--- src/rtl/mem_arb_pkg.sv ---
// Shared definitions for the two-port memory request arbiter.
package mem_arb_pkg;

    typedef enum logic [2:0] {
        ST_IDLE  = 3'd0,
        ST_ISSUE = 3'd1,
        ST_WAIT  = 3'd2,
        ST_RESP  = 3'd3,
        ST_GAP   = 3'd4
    } arb_state_e;

    localparam logic OWNER_CPU = 1'b0;
    localparam logic OWNER_LDR = 1'b1;

    localparam logic REQ_READ  = 1'b0;
    localparam logic REQ_WRITE = 1'b1;

    localparam int DEF_ADDR_W         = 16;
    localparam int DEF_DATA_W         = 16;
    localparam int DEF_TIMEOUT_CYCLES = 1023;

    // Watchdog counter width; at least one bit so a disabled watchdog still elaborates.
    function automatic int cnt_width(input int timeout);
        return (timeout > 0) ? $clog2(timeout + 1) : 1;
    endfunction

endpackage

--- src/rtl/mem_arb_rr2.sv ---
// Two-input tie-break. Bit 0 of req is the CPU, bit 1 the loader.
// Holds the owner of the most recent grant so ties alternate.
module mem_arb_rr2
    import mem_arb_pkg::*;
#(
    parameter int LDR_PRIORITY = 0
) (
    input  logic       clk,
    input  logic       reset,
    input  logic [1:0] req,
    input  logic       update_en,
    output logic       winner
);

    logic last_owner_q;
    logic last_owner_d;

    // Single requester wins outright; a tie goes to the loader or to the port that did not win last.
    always_comb begin
        winner = OWNER_CPU;
        if (req[1] && !req[0]) begin
            winner = OWNER_LDR;
        end else if (req[1] && req[0]) begin
            winner = (LDR_PRIORITY != 0) ? OWNER_LDR : ~last_owner_q;
        end
    end

    // Remember the winner only when a grant is actually taken.
    always_comb begin
        last_owner_d = last_owner_q;
        if (update_en) begin
            last_owner_d = winner;
        end
    end

    // Reset to the loader so that the first tie is handed to the CPU.
    always_ff @(posedge clk or posedge reset) begin
        if (reset) begin
            last_owner_q <= OWNER_LDR;
        end else begin
            last_owner_q <= last_owner_d;
        end
    end

endmodule

--- src/rtl/mem_request_arbiter.sv ---
// Shares one memory controller between the CPU and the UART loader.
// One transaction per grant: capture, pulse mem_request, wait for the
// matching completion strobe (or watchdog), strobe done, then one gap cycle.
module mem_request_arbiter
    import mem_arb_pkg::*;
#(
    parameter int ADDR_W         = DEF_ADDR_W,
    parameter int DATA_W         = DEF_DATA_W,
    parameter int TIMEOUT_CYCLES = DEF_TIMEOUT_CYCLES,
    parameter int LDR_PRIORITY   = 0
) (
    input  logic              clk,
    input  logic              reset,
    input  logic              cpu_req,
    input  logic              cpu_we,
    input  logic [ADDR_W-1:0] cpu_addr,
    input  logic [DATA_W-1:0] cpu_wdata,
    output logic [DATA_W-1:0] cpu_rdata,
    output logic              cpu_done,
    output logic              cpu_err,
    input  logic              ldr_req,
    input  logic              ldr_we,
    input  logic [ADDR_W-1:0] ldr_addr,
    input  logic [DATA_W-1:0] ldr_wdata,
    output logic [DATA_W-1:0] ldr_rdata,
    output logic              ldr_done,
    output logic              ldr_err,
    output logic              mem_request,
    output logic              mem_request_type,
    output logic [ADDR_W-1:0] mem_request_address,
    output logic [DATA_W-1:0] mem_write_data,
    input  logic [DATA_W-1:0] mem_data_out,
    input  logic              mem_memory_ready,
    input  logic              mem_write_complete,
    output logic              busy,
    output logic              grant_owner,
    output logic [2:0]        dbg_state
);

    localparam int CNT_W = cnt_width(TIMEOUT_CYCLES);
    localparam logic [CNT_W-1:0] TO_LAST = CNT_W'((TIMEOUT_CYCLES > 0) ? TIMEOUT_CYCLES - 1 : 0);

    // Handshake: cpu_req/ldr_req are levels held until the matching done strobe
    // and dropped by the cycle after it; the controller answers a one-cycle
    // mem_request with a one-cycle mem_memory_ready (read) or mem_write_complete
    // (write). Strobes outside WAIT, or of the wrong kind, are ignored.

    arb_state_e        state_q, state_d;
    logic              mem_request_q, mem_request_d;
    logic              mem_type_q, mem_type_d;
    logic [ADDR_W-1:0] mem_addr_q, mem_addr_d;
    logic [DATA_W-1:0] mem_wdata_q, mem_wdata_d;
    logic [DATA_W-1:0] cpu_rdata_q, cpu_rdata_d;
    logic [DATA_W-1:0] ldr_rdata_q, ldr_rdata_d;
    logic              cpu_done_q, cpu_done_d;
    logic              cpu_err_q, cpu_err_d;
    logic              ldr_done_q, ldr_done_d;
    logic              ldr_err_q, ldr_err_d;
    logic              busy_q, busy_d;
    logic              owner_q, owner_d;
    logic [CNT_W-1:0]  cnt_q, cnt_d;
    logic              err_pending_q, err_pending_d;

    logic              arb_en;
    logic              winner;
    logic              complete;
    logic              timed_out;

    mem_arb_rr2 #(
        .LDR_PRIORITY(LDR_PRIORITY)
    ) u_rr2 (
        .clk      (clk),
        .reset    (reset),
        .req      ({ldr_req, cpu_req}),
        .update_en(arb_en),
        .winner   (winner)
    );

    // Next-state and next-output logic for the transaction sequencer.
    always_comb begin
        state_d       = state_q;
        mem_request_d = 1'b0;
        mem_type_d    = mem_type_q;
        mem_addr_d    = mem_addr_q;
        mem_wdata_d   = mem_wdata_q;
        cpu_rdata_d   = cpu_rdata_q;
        ldr_rdata_d   = ldr_rdata_q;
        cpu_done_d    = 1'b0;
        cpu_err_d     = 1'b0;
        ldr_done_d    = 1'b0;
        ldr_err_d     = 1'b0;
        owner_d       = owner_q;
        cnt_d         = cnt_q;
        err_pending_d = err_pending_q;
        arb_en        = 1'b0;
        complete      = (mem_type_q == REQ_WRITE) ? mem_write_complete : mem_memory_ready;
        timed_out     = (TIMEOUT_CYCLES != 0) && (cnt_q == TO_LAST);

        case (state_q)
            ST_IDLE: begin
                if (cpu_req || ldr_req) begin
                    arb_en        = 1'b1;
                    owner_d       = winner;
                    mem_request_d = 1'b1;
                    state_d       = ST_ISSUE;
                    if (winner == OWNER_LDR) begin
                        mem_type_d  = ldr_we;
                        mem_addr_d  = ldr_addr;
                        mem_wdata_d = ldr_wdata;
                    end else begin
                        mem_type_d  = cpu_we;
                        mem_addr_d  = cpu_addr;
                        mem_wdata_d = cpu_wdata;
                    end
                end
            end
            ST_ISSUE: begin
                cnt_d   = '0;
                state_d = ST_WAIT;
            end
            ST_WAIT: begin
                if (TIMEOUT_CYCLES != 0) begin
                    cnt_d = cnt_q + 1'b1;
                end
                if (complete) begin
                    // Completion beats a same-cycle timeout.
                    state_d = ST_RESP;
                    if (owner_q == OWNER_LDR) begin
                        ldr_done_d = 1'b1;
                        if (mem_type_q == REQ_READ) ldr_rdata_d = mem_data_out;
                    end else begin
                        cpu_done_d = 1'b1;
                        if (mem_type_q == REQ_READ) cpu_rdata_d = mem_data_out;
                    end
                end else if (timed_out) begin
                    err_pending_d = 1'b1;
                    state_d       = ST_RESP;
                    if (owner_q == OWNER_LDR) begin
                        ldr_done_d = 1'b1;
                        ldr_err_d  = 1'b1;
                    end else begin
                        cpu_done_d = 1'b1;
                        cpu_err_d  = 1'b1;
                    end
                end
            end
            ST_RESP: begin
                cnt_d         = '0;
                err_pending_d = 1'b0;
                state_d       = ST_GAP;
            end
            ST_GAP: begin
                state_d = ST_IDLE;
            end
            default: begin
                state_d = ST_IDLE;
            end
        endcase

        busy_d = (state_d != ST_IDLE);
    end

    // All sequencer state and registered outputs; reset aborts any transaction.
    always_ff @(posedge clk or posedge reset) begin
        if (reset) begin
            state_q       <= ST_IDLE;
            mem_request_q <= 1'b0;
            mem_type_q    <= REQ_READ;
            mem_addr_q    <= '0;
            mem_wdata_q   <= '0;
            cpu_rdata_q   <= '0;
            ldr_rdata_q   <= '0;
            cpu_done_q    <= 1'b0;
            cpu_err_q     <= 1'b0;
            ldr_done_q    <= 1'b0;
            ldr_err_q     <= 1'b0;
            busy_q        <= 1'b0;
            owner_q       <= OWNER_CPU;
            cnt_q         <= '0;
            err_pending_q <= 1'b0;
        end else begin
            state_q       <= state_d;
            mem_request_q <= mem_request_d;
            mem_type_q    <= mem_type_d;
            mem_addr_q    <= mem_addr_d;
            mem_wdata_q   <= mem_wdata_d;
            cpu_rdata_q   <= cpu_rdata_d;
            ldr_rdata_q   <= ldr_rdata_d;
            cpu_done_q    <= cpu_done_d;
            cpu_err_q     <= cpu_err_d;
            ldr_done_q    <= ldr_done_d;
            ldr_err_q     <= ldr_err_d;
            busy_q        <= busy_d;
            owner_q       <= owner_d;
            cnt_q         <= cnt_d;
            err_pending_q <= err_pending_d;
        end
    end

    assign mem_request         = mem_request_q;
    assign mem_request_type    = mem_type_q;
    assign mem_request_address = mem_addr_q;
    assign mem_write_data      = mem_wdata_q;
    assign cpu_rdata           = cpu_rdata_q;
    assign cpu_done            = cpu_done_q;
    assign cpu_err             = cpu_err_q;
    assign ldr_rdata           = ldr_rdata_q;
    assign ldr_done            = ldr_done_q;
    assign ldr_err             = ldr_err_q;
    assign busy                = busy_q;
    assign grant_owner         = owner_q;
    assign dbg_state           = state_q;

endmodule

--- config.mk ---
export PLATFORM = sky130hd
export DESIGN_NAME = mem_request_arbiter
export DESIGN_NICKNAME = d
export VERILOG_FILES = /design/src/rtl/mem_arb_pkg.sv /design/src/rtl/mem_arb_rr2.sv /design/src/rtl/mem_request_arbiter.sv
export SDC_FILE = /design/constraint.sdc
export NUM_CORES = 1
export LEC_CHECK = 0
export ABC_AREA = 1
export BUFFER_PORTS_ARGS = -buffer_cell sky130_fd_sc_hd__buf_2
export CORE_ASPECT_RATIO = 1.75
export CORE_MARGIN = 10
export CORE_UTILIZATION = 25
export CTS_BUF_LIST = sky130_fd_sc_hd__clkbuf_8
export CTS_CLUSTER_DIAMETER = 40
export CTS_CLUSTER_SIZE = 20
export DETAILED_ROUTE_END_ITERATION = 8
export GPL_ROUTABILITY_DRIVEN = 0
export SLEW_MARGIN = 0
export SYNTH_ARGS = -nofsm -noshare
export SYNTH_HDL_FRONTEND = slang
export SYNTH_HIERARCHICAL = 1
export SYNTH_SLANG_ARGS = --single-unit
--- constraint.sdc ---
create_clock -name clk -period 4.6 [get_ports clk]
set_clock_uncertainty 0.2 [all_clocks]
set_input_delay 0.46 -clock clk [delete_from_list [all_inputs] [get_ports clk]]
set_output_delay 0.46 -clock clk [all_outputs]
set_load 0.1 [all_outputs]
==> impl_metrics.json <==
{
  "clockRootBuffer": "clkbuf_8",
  "wire_per_inst_um": 14.75,
  "synth_area_sq_um": 4051,
  "drcViolationCount": 0,
  "ys_seq_area_share_pct": 53.15,
  "die_h_um": 188.4,
  "synth_warnings": 6,
  "path_clk_slew_ps": 90,
  "antenna_left": 0,
  "critPathRequiredTime_ps": 4650,
  "status": "completed",
  "async_flop_share_pct": 100.0,
  "die_w_um": 116.2,
  "grt_max_degree": 69,
  "slew_viol_final": 0,
  "cts_max_level": 3,
  "seq_area_sq_um": 2153,
  "critPathKind": "reg -> reg",
  "fin_crit_ps": 2504,
  "synth.most_common_cell": "dfrtp_1",
  "core_sq_um": 15880,
  "post_cts_buffers": 0,
  "clockBufferDepth": 2,
  "synthCells": 427,
  "fmax_mhz": 399.3,
  "synth.top_cell.area_share_pct": 52.50,
  "n_fill_cell": 1713,
  "grt_usage_pct": 10.48,
  "io_buffers": 162,
  "rsz0062_at_grt": "no",
  "cp-end-kind": "flop",
  "synth_area_leaders": "dfrtp_1 53%, o31ai_2 8.6%, nor2_1 7.6%",
  "nets": 673,
  "arrival_ps": 2550,
  "hp-class": "in -> reg",
  "syn_nets": 517,
  "hpwl_um": 8871,
  "synthTopCellsByCount": "85 x dfrtp_1, 82 x nor2_1, 79 x nand2_1",
  "final_layout_size_suffix_gt1_share_pct": 42.18,
  "ys_types": 29,
  "critical_path_peak_fanout": 35,
  "routed_via_density": 4.354,
  "antenna_found_initial": 0,
  "cts_buffers": 9,
  "initial_core_util_pct": 25.52,
  "dieArea_sq_um": 21900,
  "fin_worst_hold_slack_ps": 136.5,
  "period_share_pct": 54.45,
  "grt_remaining_overflow": 0,
  "antennaDiodeCount": 0,
  "start_kind": "flop",
  "setup_tns_ps": 0,
  "worstSkewPairLatency_ps": 350,
  "synth_top_flop_cell": "dfrtp_1",
  "ys_seq_elements": 86,
  "row_count": 61,
  "worstMarginPinSlew_ps": 1070,
  "synth_edf_count": 0,
  "ctsResizeCount": 0,
  "clock-sinks": 86,
  "hold_violations": 0,
  "drt_wl_total_um": 11460,
  "vias": 3383,
  "setup_viol": 0,
  "utilization_pct": 32.33,
  "grt_pass1_vias": 3569,
  "ios": 163,
  "drtPass1Iterations": 4,
  "grt_pass1_wl_um": 18290,
  "maxCapViolCount": 0,
  "drt_iter0_markers": 163,
  "relSlewSlack_pct": 28.58,
  "multi_input_area_sq_um": 1573,
  "cts_tree": "done",
  "synth.avg_cell_area_sq_um": 9.488,
  "area_growth_pct": 26.68,
  "synth_top_area_cell": "dfrtp_1"
}
==> layout make-up <==
class,instances,area share (%)
clock buffers,10,2.682
clock inverters,6,1.073
inverters,36,2.755
multi-input cells,285,30.64
flip-flops and latches,86,41.96
well taps,189,4.608
repair buffers,165,16.28
==> repair_timing <==
| item | in CTS | in global routing |
|---|---|---|
| endpoints found under the hold margin | 1 | 0 |
| hold buffers | 1 | 0 |
| endpoints found under the setup margin | 0 | 0 |
==> layout by cell type, fill, tap and decap left out, types with 2 or more instances in the layout <==
| cell type | n |
|---|---|
| ha_1 | 2 |
| nor4_1 | 2 |
| nand3_4 | 2 |
| o21ai_0 | 11 |
| clkinv_2 | 3 |
| nand2_1 | 79 |
| nor2_1 | 82 |
| clkbuf_8 | 10 |
| o31ai_1 | 5 |
| o21ai_1 | 23 |
| nand2_2 | 21 |
| inv_1 | 33 |
| o31ai_2 | 28 |
| inv_2 | 2 |
| nand3_1 | 6 |
| a21oi_1 | 7 |
| inv_4 | 2 |
| dfrtp_1 | 85 |
| buf_2 | 162 |
| buf_4 | 2 |
| o21ai_2 | 10 |
==> routing by layer <==
| metal | GRT usage (%) | vias to the layer above | wire length (um) |
|---|---|---|---|
| met5 | 0 | - | 0 |
| met4 | 4.014 | 0 | 263 |
| met3 | 4.485 | 18 | 1032 |
| met2 | 16.98 | 127 | 5523 |
| met1 | 11.78 | 1548 | 4643 |
| li1 | - | 1690 | - |
==> worst max-delay path, stage by stage, from the launching register on <==
cell,delay (ps)
dfstp_2,530
nand2_1,60
and2_1,130
buf_4,240
inv_1,830
nor2_1,90
o31ai_1,290
==> through the flow <==
stage,area (sq um),setup WS (ps),instances
after floorplan,4051,1747,427
after detailed placement,4930,2025,760
after CTS,5132,2053,777
after global placement,4930,2066,760
after global routing,5132,1840,777
final,5132,2096,777
==> cells by family (layout without fill, tap and decap cells) <==
group	after synthesis	after routing	share of synthesized area (%)
flops	86	86	53.15
buf+inv	56	217	8.030
simple gates	198	198	21.22
fa+ha+maj	2	2	0.6176
compound gates	85	85	16.99
==> path summary, 6_finish.rpt <==
kind	endpoint	start	slack, ps	cells past startpoint
min reg2reg	u_rr2/last_owner_q	u_rr2/last_owner_q	280	2
max	mem_request_address[5]	u_rr2/last_owner_q	2100	6
max in group asynchronous	ldr_rdata[14]	reset	2580	4
max reg2reg	mem_request_address[5]	u_rr2/last_owner_q	2100	6
min	u_rr2/last_owner_q	ldr_req	140	3
min in group asynchronous	u_rr2/last_owner_q	reset	470	3
==> sequential cells by signal, indices dropped and copies added (netlist names) <==
signal	count
cpu_rdata	16
ldr_rdata	16
mem_request_address	16
mem_write_data	16
cnt_q	10
dbg_state	3
busy	1
cpu_done	1
cpu_err	1
grant_owner	1
ldr_done	1
ldr_err	1
mem_request	1
mem_request_type	1
u_rr2/last_owner_q	1
Power is not shown: default switching activity piles up to over one toggle a cycle in this logic, so the estimate is an artifact.
